--- config.mk ---
export PLATFORM = sky130hd
export DESIGN_NAME = x_rd_arbiter
export DESIGN_NICKNAME = d
export VERILOG_FILES = /design/src/rtl/x_rd_arbiter.sv
export SDC_FILE = /design/constraint.sdc
export NUM_CORES = 1
export LEC_CHECK = 0
export ABC_CLOCK_PERIOD_IN_PS = 6000
export CORE_ASPECT_RATIO = 0.75
export CORE_MARGIN = 10
export CORE_UTILIZATION = 46
export CTS_BUF_LIST = sky130_fd_sc_hd__clkbuf_8 sky130_fd_sc_hd__clkbuf_16
export CTS_CLUSTER_SIZE = 30
export DETAILED_ROUTE_END_ITERATION = 6
export DONT_BUFFER_PORTS = 1
export PLACE_DENSITY_LB_ADDON = 0.25
export SETUP_SLACK_MARGIN = 0.3
export SKIP_LAST_GASP = 1
export SLEW_MARGIN = 40
export SYNTH_ARGS = -nofsm -noshare
export SYNTH_HDL_FRONTEND = slang
export SYNTH_SLANG_ARGS = --single-unit
--- constraint.sdc ---
create_clock -name clk -period 6 [get_ports clk]
set_input_delay 0.6 -clock clk [delete_from_list [all_inputs] [get_ports clk]]
set_output_delay 0.6 -clock clk [all_outputs]
set_load 0.02 [all_outputs]
--- src/rtl/x_rd_arbiter.sv ---
// x_rd_arbiter: shares the single X-matrix SRAM read port among HEADER_NUM
// attention heads. Round-robin, one SRAM read per cycle. Read data returns
// to the granted head(s) RD_LAT+1 cycles after the grant.
// Optional feature macro: X_ARB_MERGE_EN (same-address request merging).
module x_rd_arbiter #(
  parameter int HEADER_NUM = 8,
  parameter int DATA_WIDTH = 16,
  parameter int DATA_NUM   = 4,
  parameter int ADDR_W     = 13,
  parameter int RD_LAT     = 1
) (
  input  logic                           clk,
  input  logic                           rst_n,
  input  logic                           x_ok,
  output logic                           x_ren,
  output logic                           x_cs,
  output logic [ADDR_W-1:0]              x_rd_addr,
  input  logic [DATA_NUM*DATA_WIDTH-1:0] x,
  input  logic [HEADER_NUM-1:0]          head_req,
  input  logic [HEADER_NUM*ADDR_W-1:0]   head_addr,
  output logic [HEADER_NUM-1:0]          head_gnt,
  output logic [HEADER_NUM-1:0]          head_rvld,
  output logic [DATA_NUM*DATA_WIDTH-1:0] head_rdata,
  output logic                           busy
);

  localparam int PW = (HEADER_NUM > 1) ? $clog2(HEADER_NUM) : 1;

  typedef enum logic {
    WAIT_OK = 1'b0,
    RUN     = 1'b1
  } state_t;

  state_t                state;
  state_t                state_next;
  logic [PW-1:0]         ptr;
  logic [PW-1:0]         ptr_next;
  logic [ADDR_W-1:0]     addr_arr [HEADER_NUM];
  logic [PW:0]           cand_sum;
  logic [PW-1:0]         cand;
  logic                  win_found;
  logic [PW-1:0]         win;
  logic [ADDR_W-1:0]     win_addr;
  logic [HEADER_NUM-1:0] win_onehot;
  logic [HEADER_NUM-1:0] gnt_vec;
  logic                  grant_en;
  logic [HEADER_NUM-1:0] pipe [RD_LAT];
  logic [HEADER_NUM-1:0] pipe_out;
  logic                  pipe_busy;

  // Unpack the flat per-head address bus and build the winner one-hot.
  for (genvar gi = 0; gi < HEADER_NUM; gi++) begin : g_head
    assign addr_arr[gi]   = head_addr[gi*ADDR_W +: ADDR_W];
    assign win_onehot[gi] = (win == PW'(gi));
  end

  // Round-robin search starting at ptr, wrapping modulo HEADER_NUM.
  always_comb begin
    win_found = 1'b0;
    win       = '0;
    cand_sum  = '0;
    cand      = '0;
    for (int k = 0; k < HEADER_NUM; k++) begin
      cand_sum = {1'b0, ptr} + (PW+1)'(k);
      if (cand_sum >= (PW+1)'(HEADER_NUM)) begin
        cand_sum = cand_sum - (PW+1)'(HEADER_NUM);
      end
      cand = cand_sum[PW-1:0];
      if (!win_found && head_req[cand]) begin
        win_found = 1'b1;
        win       = cand;
      end
    end
  end

  assign win_addr = addr_arr[win];

`ifdef X_ARB_MERGE_EN
  logic [HEADER_NUM-1:0] same_addr;
  // Every requester asking for the winner's word rides on the same SRAM read.
  for (genvar gi = 0; gi < HEADER_NUM; gi++) begin : g_merge
    assign same_addr[gi] = head_req[gi] && (addr_arr[gi] == win_addr);
  end
  assign gnt_vec = win_onehot | same_addr;
`else
  assign gnt_vec = win_onehot;
`endif

  // A grant only happens in RUN while the SRAM is still readable.
  assign grant_en = (state == RUN) && x_ok && win_found;

  // State register.
  always_ff @(posedge clk or negedge rst_n) begin
    if (!rst_n) state <= WAIT_OK;
    else        state <= state_next;
  end

  // Next-state logic: follow x_ok.
  always_comb begin
    state_next = state;
    case (state)
      WAIT_OK: if (x_ok)  state_next = RUN;
      RUN:     if (!x_ok) state_next = WAIT_OK;
      default:            state_next = WAIT_OK;
    endcase
  end

  // Output logic: grant and SRAM strobes in the same cycle as the request.
  always_comb begin
    head_gnt  = '0;
    x_ren     = 1'b0;
    x_cs      = 1'b0;
    x_rd_addr = '0;
    if (grant_en) begin
      head_gnt  = gnt_vec;
      x_ren     = 1'b1;
      x_cs      = 1'b1;
      x_rd_addr = win_addr;
    end
  end

  // Pointer moves just past the round-robin winner; holds otherwise.
  always_comb begin
    ptr_next = ptr;
    if (grant_en) begin
      ptr_next = (win == PW'(HEADER_NUM-1)) ? '0 : win + PW'(1);
    end
  end

  // Pointer register.
  always_ff @(posedge clk or negedge rst_n) begin
    if (!rst_n) ptr <= '0;
    else        ptr <= ptr_next;
  end

  // Grant vectors ride a shift pipe matching the SRAM read latency.
  for (genvar gi = 0; gi < RD_LAT; gi++) begin : g_pipe
    always_ff @(posedge clk or negedge rst_n) begin
      if (!rst_n)       pipe[gi] <= '0;
      else if (gi == 0) pipe[gi] <= head_gnt;
      else              pipe[gi] <= pipe[(gi == 0) ? 0 : gi-1];
    end
  end

  assign pipe_out = pipe[RD_LAT-1];

  // Any non-zero stage means a read is still in flight.
  always_comb begin
    pipe_busy = 1'b0;
    for (int s = 0; s < RD_LAT; s++) begin
      pipe_busy = pipe_busy | (|pipe[s]);
    end
  end

  // Capture SRAM data as the matching grant leaves the pipe; data holds between pulses.
  always_ff @(posedge clk or negedge rst_n) begin
    if (!rst_n) begin
      head_rvld  <= '0;
      head_rdata <= '0;
    end else begin
      head_rvld <= pipe_out;
      if (|pipe_out) head_rdata <= x;
    end
  end

  assign busy = pipe_busy | (x_ok & (|head_req));

endmodule

Word level (Yosys, flattened, before mapping)
Cells that the tools add are included.
{ "totals": {"regBits": 84, "latchBits": 0, "ramBits": 0, "rom_bits": 0, "input_bits": 179, "out_inout_bits": 96, "elab_cells": 115, "n_memories": 0} }
{ "classes": {"addsub": 16, "multipliers": 0, "div": 0, "n_lt_le_gt_ge": 17, "n_eq_ne": 7, "n_shift": 0, "n_mux": 48, "bitwise_logic": 3, "reduce_logical": 19} }
{ "op_table": {"columns": ["op", "count"], "rows": [
  ["3-bit two-way mux", 17],
  ["13-bit binary-select mux with 3-bit select", 1],
  ["13-bit two-way mux", 3],
  ["4-bit >= comparator, second input constant", 8],
  ["3-bit by 4-bit less-than comparator with 1-bit output, second input constant", 8],
  ["1-bit binary-select mux with 3-bit select", 8],
  ["3-bit by 1-bit subtractor with 3-bit output, second input constant", 8],
  ["1-bit two-way mux", 18],
  ["3-bit by 3-bit adder with 4-bit output, second input constant", 4],
  ["8-bit OR reduction", 2],
  ["3-bit == test, second input constant", 4],
  ["1-bit logical AND", 9],
  ["3-bit by 2-bit adder with 4-bit output, second input constant", 2],
  ["8-bit two-way mux", 1],
  ["1-bit logical NOT", 7],
  ["3-bit by 2-bit == test with 1-bit output, second input constant", 2],
  ["3-bit by 1-bit adder with 4-bit output, second input constant", 1],
  ["3-bit by 4-bit >= comparator with 1-bit output, second input constant", 1],
  ["3-bit NOT with 4-bit output", 1],
  ["3-bit by 1-bit adder with 3-bit output, second input constant", 1],
  ["3-bit by 1-bit == test with 1-bit output, second input constant", 1],
  ["3-bit logical NOT", 1],
  ["1-bit bitwise AND", 1],
  ["1-bit OR", 1]
]} }

Logic depth before layout (Yosys ltp)
Gate-level depths: netlist (run 1).
{ "logic_depth": {"ltp_word": 31, "mapped_depth": 18, "depth_no_buf": 12} }

Worst setup path after synthesis (run 1)
Ideal clock, no wire load.
{ "synth_timing": {"path_type": "register to output", "from": "register ptr[0]", "to": "output x_rd_addr[0]", "t_arrival_ps": 4237, "t_required_ps": 5400, "path_slack_ps": 1163, "stages_incl_launch_ff": 18, "n_path_buf": 6, "path_cell_list": "dfrtp_1 > buf_6 > buf_1 > inv_1 > ha_1 > buf_2 > mux4_2 > a21oi_1 > a22oi_1 > or3_1 > buf_2 > a211o_1 > a32oi_2 > buf_6 > buf_6 > mux2i_1 > o22ai_1 > or2_1"} }
{ "synth_via": {"elab_chain_cells": 31, "elab_cells_between_ends": 83, "classes_between": "add/sub (15); order compare (8); mux (44); bitwise (1); reduce/logical (15)"} }
{ "synth_lines": {"columns": ["item", "line_no", "rtl"], "rows": [
  ["from (decl)", "36", "logic [PW-1:0] ptr;"],
  ["from (signal assigned)", "133", "else ptr <= ptr_next;"],
  ["branches (longest 30 deep; another with 3-bit by 1-bit adder with 4-bit output)", null, null],
  ["13-bit two-way mux *", "114", "if (grant_en) begin"],
  ["to (decl)", "17", "output logic [ADDR_W-1:0] x_rd_addr,"]
]} }
Every way passes the cells marked *. The select of a mux whose other input is x is not followed.

Worst setup path in the final report (run 1)
{ "layout_timing": {"from": "register ptr[1]", "to": "output x_rd_addr[11]"} }
The elaborated chain is that of the path after synthesis.

==> metrics.log, run 1 <==
INFO  metric dr.pass1.iters = 4
INFO  metric finalMaxSlewViolations = 0
INFO  metric grt_antenna_before_repair = 0
INFO  metric fin_hold_ws = 0.182 ns
INFO  metric number_of_cell_instances_on_the_worst_register_to_register_path = 11
INFO  metric grt_pass1_wl = 21.8 mm
INFO  metric synth_top_family_by_area = multiplexers
INFO  metric worstPathRequired = 5.40 ns
INFO  metric synthMuxAreaShare = 0.346
INFO  metric floorplan.rows = 32
INFO  metric synth_simple_gate_area_frac = 0.0595
INFO  metric cts_made_buffers = 9
INFO  metric critPathMaxStageDelay = 0.62 ns
INFO  metric grt_setup_unrepaired = false
INFO  metric fin_worst_skew = just under 0.005 ns
INFO  metric proportion_of_netlist_area_held_by_the_largest_area_contributor = 0.436
INFO  metric power_density = 923 nW/um^2
INFO  metric netlist.top_cell.by_area = sky130_fd_sc_hd__dfrtp_1
INFO  metric clock-root-buffer = sky130_fd_sc_hd__clkbuf_16
INFO  metric internal_power = ~0.0026 W
INFO  metric end_of_flow_core_utilization = 0.512
INFO  metric grt_start_max_net_pins = 85
INFO  metric cts_tree = built
INFO  metric synth_flop_cell = sky130_fd_sc_hd__dfrtp_1
INFO  metric drtIter0Drc = 245
INFO  metric core_region_area = 10,200 sq um
INFO  metric setup.reg_to_reg.worst_slack = 1.86 ns
INFO  metric htree_num_levels = 3
INFO  metric post_synth_fa_ha_maj_area_fraction = 0.0208
INFO  metric mean_routed_wirelength_per_cell = 27.7 um
INFO  metric power.static_leakage = 2.37 nW
INFO  metric postRouteAntennaNets = 0
INFO  metric synth_cells = 395
INFO  metric fmax = around 0.19 GHz
INFO  metric num_antenna_cells = 0
INFO  metric grt_overflow = 0
INFO  metric crit_path_max_fanout = 26
INFO  metric hp-class = primary input to async pin
INFO  metric fin_cells = between 500 and 600
INFO  metric synthDistinctLibCells = between 40 and 50
INFO  metric synth_area_leaders = sky130_fd_sc_hd__dfrtp_1 (44%), sky130_fd_sc_hd__mux2_2 (17%), sky130_fd_sc_hd__mux2i_1 (12%)
INFO  metric timing.setup.critical_path_class = flop to output pin
INFO  metric async_reset_ff_frac = 1.00
INFO  metric clockBufferDepth = 2
INFO  metric postRouteWirelength = 14.7 mm
INFO  metric drc = 0
INFO  metric postSynthNetCount = ~580
INFO  metric chipHeight = 109 um
INFO  metric io_buffer_count = 0
INFO  metric dieWidth = 138 um
INFO  metric floorplan.io_pins = 275
INFO  metric final_min_period_over_clock_period = 0.880
INFO  metric placedCellCount = ~510
INFO  metric worst_setup_path_end_kind = output pin
INFO  metric timing.max_cap.violations = 0
INFO  metric via_density = between 6 and 7
INFO  metric crit_arrival = 4.68 ns
INFO  metric rel_slew_slack = 0.486
INFO  metric switching_power = 0.00225 W
INFO  metric setup-violations-final = 0
INFO  metric worst_path_max_delay_cell = sky130_fd_sc_hd__mux4_2
INFO  metric final_cell_area_excluding_filler_cells = 5250 sq um
INFO  metric initial_utilization = 0.470
INFO  metric worst-slew-pin-transition = 0.771 ns
INFO  metric power_frac_comb = 0.607
INFO  metric num_vias = ~3,300
INFO  metric synth_warn = 0
INFO  metric final_sum_of_negative_setup_slack = 0 ns
INFO  metric global_route_usage_sum = 0.182
INFO  metric netlist_area = 4820 sq um
INFO  metric ys_seq_elements = 84
INFO  metric finalWorstPathRequiredPeriod = 5.28 ns
INFO  metric cell_with_the_most_instances_after_synthesis = sky130_fd_sc_hd__dfrtp_1
INFO  metric outcome = finished, final reports clean
INFO  metric worst_setup_hold_path_clk_slew = 0.06 ns
INFO  metric synth_common_cells = sky130_fd_sc_hd__dfrtp_1 (84), sky130_fd_sc_hd__mux2_2 (73), sky130_fd_sc_hd__mux2i_1 (58), sky130_fd_sc_hd__o22ai_1 (27), sky130_fd_sc_hd__nand2_1 (16)
INFO  metric tritoncts_num_sinks = 84
INFO  metric dp_hpwl = 12.0 mm
INFO  metric crit_path_cell_trace = inv_2 > ha_2 > mux4_2 > a21oi_1 > a22oi_1 > or3_1 > a211o_1 > a32oi_4 > buf_12 > buf_4 > mux2i_1 > o22ai_1 > or2_1
INFO  metric finalHoldViolations = 0
INFO  metric synth_seq_area_share = 0.436
INFO  metric synth_xor_area_frac = 0.00364
INFO  metric final_layout_size_suffix_gt1_frac = 0.310
INFO  metric layout.filler_cells = about 900
INFO  metric place_congestion = 0.878
INFO  metric design.final.nets = 576
INFO  metric avgSynthCellArea = 12.2 sq um
INFO  metric fp.dieArea = 15,000 sq um
INFO  metric grt_pass1_vias = 3,453
INFO  metric clk-insertion-delay-late = 0.33 ns
INFO  metric placement.cell_area = 4920 sq um
INFO  metric power.clock.fraction = 0.107
INFO  metric critPathLaunchType = flop
INFO  metric number_of_enable_type_register_cells_in_the_synthesized_netlist = 0
INFO  metric max_vdd_drop = 0.000381 V
INFO  metric seqPwrFrac = 0.286
INFO  metric areaGrowthSynthToFinish = 9.02%
INFO  metric netSwitchingFraction = 0.465
INFO  metric synth_compound_gate_area_share = 0.0941
[state kept, by name, summed over array words and instances, names as in the netlist]
register    flops
ptr             3
head_rvld       8
head_rdata     64
pipe            8
state           1
[cells by family (layout without fill, tap and decap cells)]
| kind of cell | Yosys count | count (layout) |
|---|---|---|
| AO/OA/AOI/OAI | 66 | 66 |
| buffers and inverters | 36 | 35 |
| adder cells (fa/ha/maj) | 8 | 8 |
| XOR/XNOR | 2 | 2 |
| AND/OR/NAND/NOR | 56 | 56 |
| multiplexers | 143 | 143 |
| flip-flops | 84 | 84 |
[power by group through the flow]
stage	clock (W)	sequential, W	combinational, W
after floorplan	0	0.00130	0.00250
after global placement	0	0.00140	0.00284
after detailed placement	0	0.00141	0.00292
after CTS	0.000534	0.00140	0.00294
after global routing	0.000559	0.00143	0.00319
final	0.000516	0.00139	0.00294
[per-stage QoR]
stage	setup slack, ns	total power [W]
after floorplan	1.16	0.00380
after global placement	0.811	0.00424
after detailed placement	0.681	0.00433
after CTS	0.380	0.00488
after global routing	0.424	0.00518
final	0.720	0.00484
[worst paths after layout]
path	startpoint	to
max	ptr[1]	x_rd_addr[11]
min	rst_n	head_rdata[12]
max reg2reg	ptr[1]	pipe[1]
min reg2reg	pipe[3]	head_rvld[3]
max in group asynchronous	rst_n	ptr[1]
min in group clk	x_ok	state
[layout by cell type, fill, tap and decap left out, types with 4 or more instances in the layout]
cell type / instances
sky130_fd_sc_hd__nor2_1: 12
sky130_fd_sc_hd__buf_4: 5
sky130_fd_sc_hd__inv_1: 7
sky130_fd_sc_hd__or2_1: 13
sky130_fd_sc_hd__o21ai_0: 11
sky130_fd_sc_hd__o22ai_1: 27
sky130_fd_sc_hd__dfrtp_1: 83
sky130_fd_sc_hd__mux4_2: 11
sky130_fd_sc_hd__and2_1: 4
sky130_fd_sc_hd__nor4_1: 4
sky130_fd_sc_hd__a21oi_1: 7
sky130_fd_sc_hd__mux2i_1: 58
sky130_fd_sc_hd__inv_2: 4
sky130_fd_sc_hd__clkbuf_16: 9
sky130_fd_sc_hd__mux2_2: 73
sky130_fd_sc_hd__ha_1: 7
sky130_fd_sc_hd__nand2_1: 13
[worst max-delay path, delay by kind of cell (launching register included)]
kind                       cells  cell delay [ns]
AOI/OAI and AO/OA              5             1.00
buffers and inverters          3             0.58
muxes                          2             0.85
adders and majority gates      1             0.52
DFF                            1             0.50
and+or+nand+nor                2             0.88
[what timing repair did]
action	CTS	global route
hold buffers	1	0
endpoints found under the hold margin	84	0
setup buffers	0	1
gates cloned	0	0
endpoints found under the setup margin	1	13
pin swaps	0	1
gates resized for setup	1	3
[cell type report]
cell class | count | area [sq um] | share of cell area
Multi-Input combinational cell | 275 | 2540 | 0.485
Sequential cell | 84 | 2100 | 0.401
Clock buffer | 9 | 225 | 0.0429
Tap cell | 136 | 170 | 0.0324
Timing Repair Buffer | 8 | 105 | 0.0200
Clock inverter | 7 | 61.3 | 0.0117
Inverter | 11 | 41.3 | 0.00786
[per-layer routing]
layer	vias up	track usage	part of all wire
met5	-	0	0
met4	0	0.0330	0.0072
met3	14	0.0869	0.12
met2	220	0.303	0.50
met1	1608	0.213	0.38
li1	1459	-	-
Note: power is estimated with default switching activity, not from simulation.
==> run 2: changes to the inputs <==
--- a/config.mk
+++ b/config.mk
@@ -8,8 +8,9 @@
 export ABC_CLOCK_PERIOD_IN_PS = 6000
 export CORE_ASPECT_RATIO = 0.75
 export CORE_MARGIN = 10
-export CORE_UTILIZATION = 46
+export CORE_UTILIZATION = 24
 export CTS_BUF_LIST = sky130_fd_sc_hd__clkbuf_8 sky130_fd_sc_hd__clkbuf_16
+export CTS_CLUSTER_DIAMETER = 200
 export CTS_CLUSTER_SIZE = 30
 export DETAILED_ROUTE_END_ITERATION = 6
 export DONT_BUFFER_PORTS = 1
==> run 2 against run 1 <==
Effect of this change:
- clock skew is 0.0041 ns higher
- flip-flop and latch count stayed put
- non-clock buffer count is 2 lower
- first-iteration DRC count is 1.6% lower
- hold slack worse by 0.014 ns
- register-to-register slack worse by 0.30 ns
- sequential share of layout area is 0.92 points lower
- sequential power hardly changed
- power is 0.14% lower
==> metrics.log, run 2 (synthesis results as in run 1) <==
INFO  metric drc = 0
INFO  metric layout.cells.most_common_list = sky130_fd_sc_hd__dfrtp_1 (83), sky130_fd_sc_hd__mux2_2 (73), sky130_fd_sc_hd__mux2i_1 (58)
INFO  metric chipHeight = approximately 140 um
INFO  metric finalMaxSlewViolations = 0
INFO  metric critPathMaxStageDelay = 0.61 ns
INFO  metric hp-class = primary input to async pin
INFO  metric layout.filler_cells = about 2,000
INFO  metric internal_power = 0.00257 W
INFO  metric seqPwrFrac = 0.286
INFO  metric mean_routed_wirelength_per_cell = 24.5 um
INFO  metric grt_setup_unrepaired = false
INFO  metric worst-slew-pin-transition = 0.805 ns
INFO  metric dieWidth = 184 um
INFO  metric crit_path_max_fanout = 44
INFO  metric design.final.nets = 574
INFO  metric switching_power = around 0.0023 W
INFO  metric fin_worst_skew = 0.00890 ns
INFO  metric floorplan.rows = 44
INFO  metric number_of_buffers_and_inverters_on_the_critical_path = 2
INFO  metric postRouteWirelength = 15.8 mm
INFO  metric io_buffer_count = 0
INFO  metric rel_slew_slack = 0.464
INFO  metric num_antenna_cells = 0
INFO  metric grt_antenna_before_repair = 0
INFO  metric cts_made_buffers = 9
INFO  metric registers.top_by_ff_count = head_rdata
INFO  metric max_vdd_drop = between 0.0005 and 0.0006 V
INFO  metric areaGrowthSynthToFinish = 11.6%
INFO  metric core_region_area = 19,500 sq um
INFO  metric worst_setup_path_end_kind = output pin
INFO  metric global_route_usage_sum = 0.111
INFO  metric power_density = 900 nW/um^2
INFO  metric final_layout_size_suffix_gt1_frac = 0.304
INFO  metric grt_pass1_vias = 3,449
INFO  metric timing.setup.critical_path_class = flop to output pin
INFO  metric initial_utilization = 0.246
INFO  metric clockBufferDepth = 2
INFO  metric postRouteAntennaNets = 0
INFO  metric dpl_worst_slack = 0.546 ns
INFO  metric crit_path_cell_trace = inv_2 > ha_2 > mux4_2 > a21oi_1 > a22oi_1 > or3_1 > a211o_1 > a32oi_4 > buf_6 > mux2i_1 > o22ai_1 > or2_1
INFO  metric power.static_leakage = ~2.4 nW
INFO  metric final_sum_of_negative_setup_slack = 0 ns
INFO  metric worst_path_max_delay_cell = sky130_fd_sc_hd__mux4_2
INFO  metric grt_overflow = 0
INFO  metric setup-violations-final = 0
INFO  metric most_common_library_cell_in_the_layout_ignoring_fill_and_taps = sky130_fd_sc_hd__dfrtp_1
INFO  metric via_density = 5.19
INFO  metric largest_register_ffs = 64
INFO  metric timing.final.ws_setup = 0.442 ns
INFO  metric crit_arrival = between 4 and 5 ns
INFO  metric crit_family = compound AO/OA/AOI/OAI gates
INFO  metric outcome = finished, final reports clean
INFO  metric drtIter0Drc = 241
INFO  metric dr.pass1.iters = 4
INFO  metric num_vias = about 3,300
INFO  metric netSwitchingFraction = 0.469
INFO  metric tritoncts_num_sinks = 84
INFO  metric cts_tree = built
INFO  metric final_min_period_over_clock_period = 0.926
INFO  metric grt_pass1_wl = 22.5 mm
INFO  metric power_frac_comb = 0.597
INFO  metric setup.reg_to_reg.worst_slack = 1.56 ns
INFO  metric top_regs = head_rdata (64), head_rvld (8), pipe (8)
INFO  metric critPathLaunchType = flop
INFO  metric fp.dieArea = 26,200 sq um
INFO  metric fmax = 0.180 GHz
INFO  metric finalHoldViolations = 0
INFO  metric finalWorstPathRequiredPeriod = 5.56 ns
INFO  metric floorplan.io_pins = 275
INFO  metric sequential_cell_area = 2100 sq um
INFO  metric clk-insertion-delay-late = 0.34 ns
INFO  metric multi_input_area = 2540 sq um
INFO  metric dp_hpwl = 12.7 mm
INFO  metric worst_setup_hold_path_clk_slew = 0.06 ns
INFO  metric timing.max_cap.violations = 0
INFO  metric htree_num_levels = 3
INFO  metric clock-root-buffer = sky130_fd_sc_hd__clkbuf_16
INFO  metric worstPathRequired = 5.40 ns
INFO  metric power.clock.fraction = 0.116
INFO  metric place_congestion = 0.829
INFO  metric post-cts-setup-buffer-count = 0
INFO  metric grt_start_max_net_pins = 85
[run 2: changes by cell type in the layout (fill, tap and decap cells not counted), sizes merged]
| cell | before | now |
|---|---|---|
| clkinv | 4 | 1 |
| clkinvlp | 1 | 2 |
| bufinv | 0 | 1 |
| inv | 13 | 14 |
| buf | 8 | 6 |
[run 2: cell type report]
cell class                      count  share of cell area
Sequential cell                    84               0.391
Clock buffer                        9              0.0419
Clock inverter                      7              0.0140
Tap cell                          253              0.0589
Multi-Input combinational cell    275               0.473
Timing Repair Buffer                6              0.0128
Inverter                           11             0.00768
[run 2: path summary, 6_finish.rpt]
| check | startpoint | to | cells past startpoint |
|---|---|---|---|
| setup / recovery | ptr[1] | x_rd_addr[4] | 12 |
| setup reg to reg | ptr[1] | pipe[1] | 11 |
| max in group asynchronous | rst_n | ptr[1] | 1 |
| hold / removal | rst_n | head_rdata[43] | 1 |
| min in group clk | x_ok | state | 0 |
| hold reg to reg | pipe[7] | head_rvld[7] | 0 |
[run 2: power by group through the flow]
stage,clock (W),combinational [W],sequential (W)
after global routing,0.000603,0.00314,0.00143
after floorplan,0,0.00250,0.00130
after CTS,0.000585,0.00291,0.00140
final,0.000563,0.00289,0.00138
after detailed placement,0,0.00289,0.00141
after global placement,0,0.00279,0.00141
[run 2: routing by layer]
layer | part of all wire | track usage | vias to the layer above | routed length [um]
met5 | 0 | 0 | - | 0
met4 | 0.0095 | 0.0280 | 0 | 150
met3 | 0.12 | 0.0573 | 10 | 1870
met2 | 0.49 | 0.180 | 190 | 7730
met1 | 0.38 | 0.128 | 1679 | 6020
li1 | - | - | 1467 | -
[run 2: metrics by stage]
step / area, sq um / std cells / hold WS, ns / util / power [W]
after floorplan: 4820 / 395 / 0.304 / - / 0.00380
after global placement: 5030 / 628 / 0.307 / 0.258 / 0.00420
after detailed placement: 5030 / 628 / 0.307 / 0.258 / 0.00430
after CTS: 5370 / 645 / 0.168 / 0.275 / 0.00490
after global routing: 5370 / 645 / 0.182 / 0.275 / 0.00517
final: 5370 / 645 / 0.168 / 0.275 / 0.00484
[run 2: what timing repair did]
item | in CTS | in global routing
hold endpoints to repair | 84 | 0
setup endpoints to repair | 9 | 13
hold buffers | 1 | 0
gates resized for setup | 1 | 4
pin swaps | 0 | 0
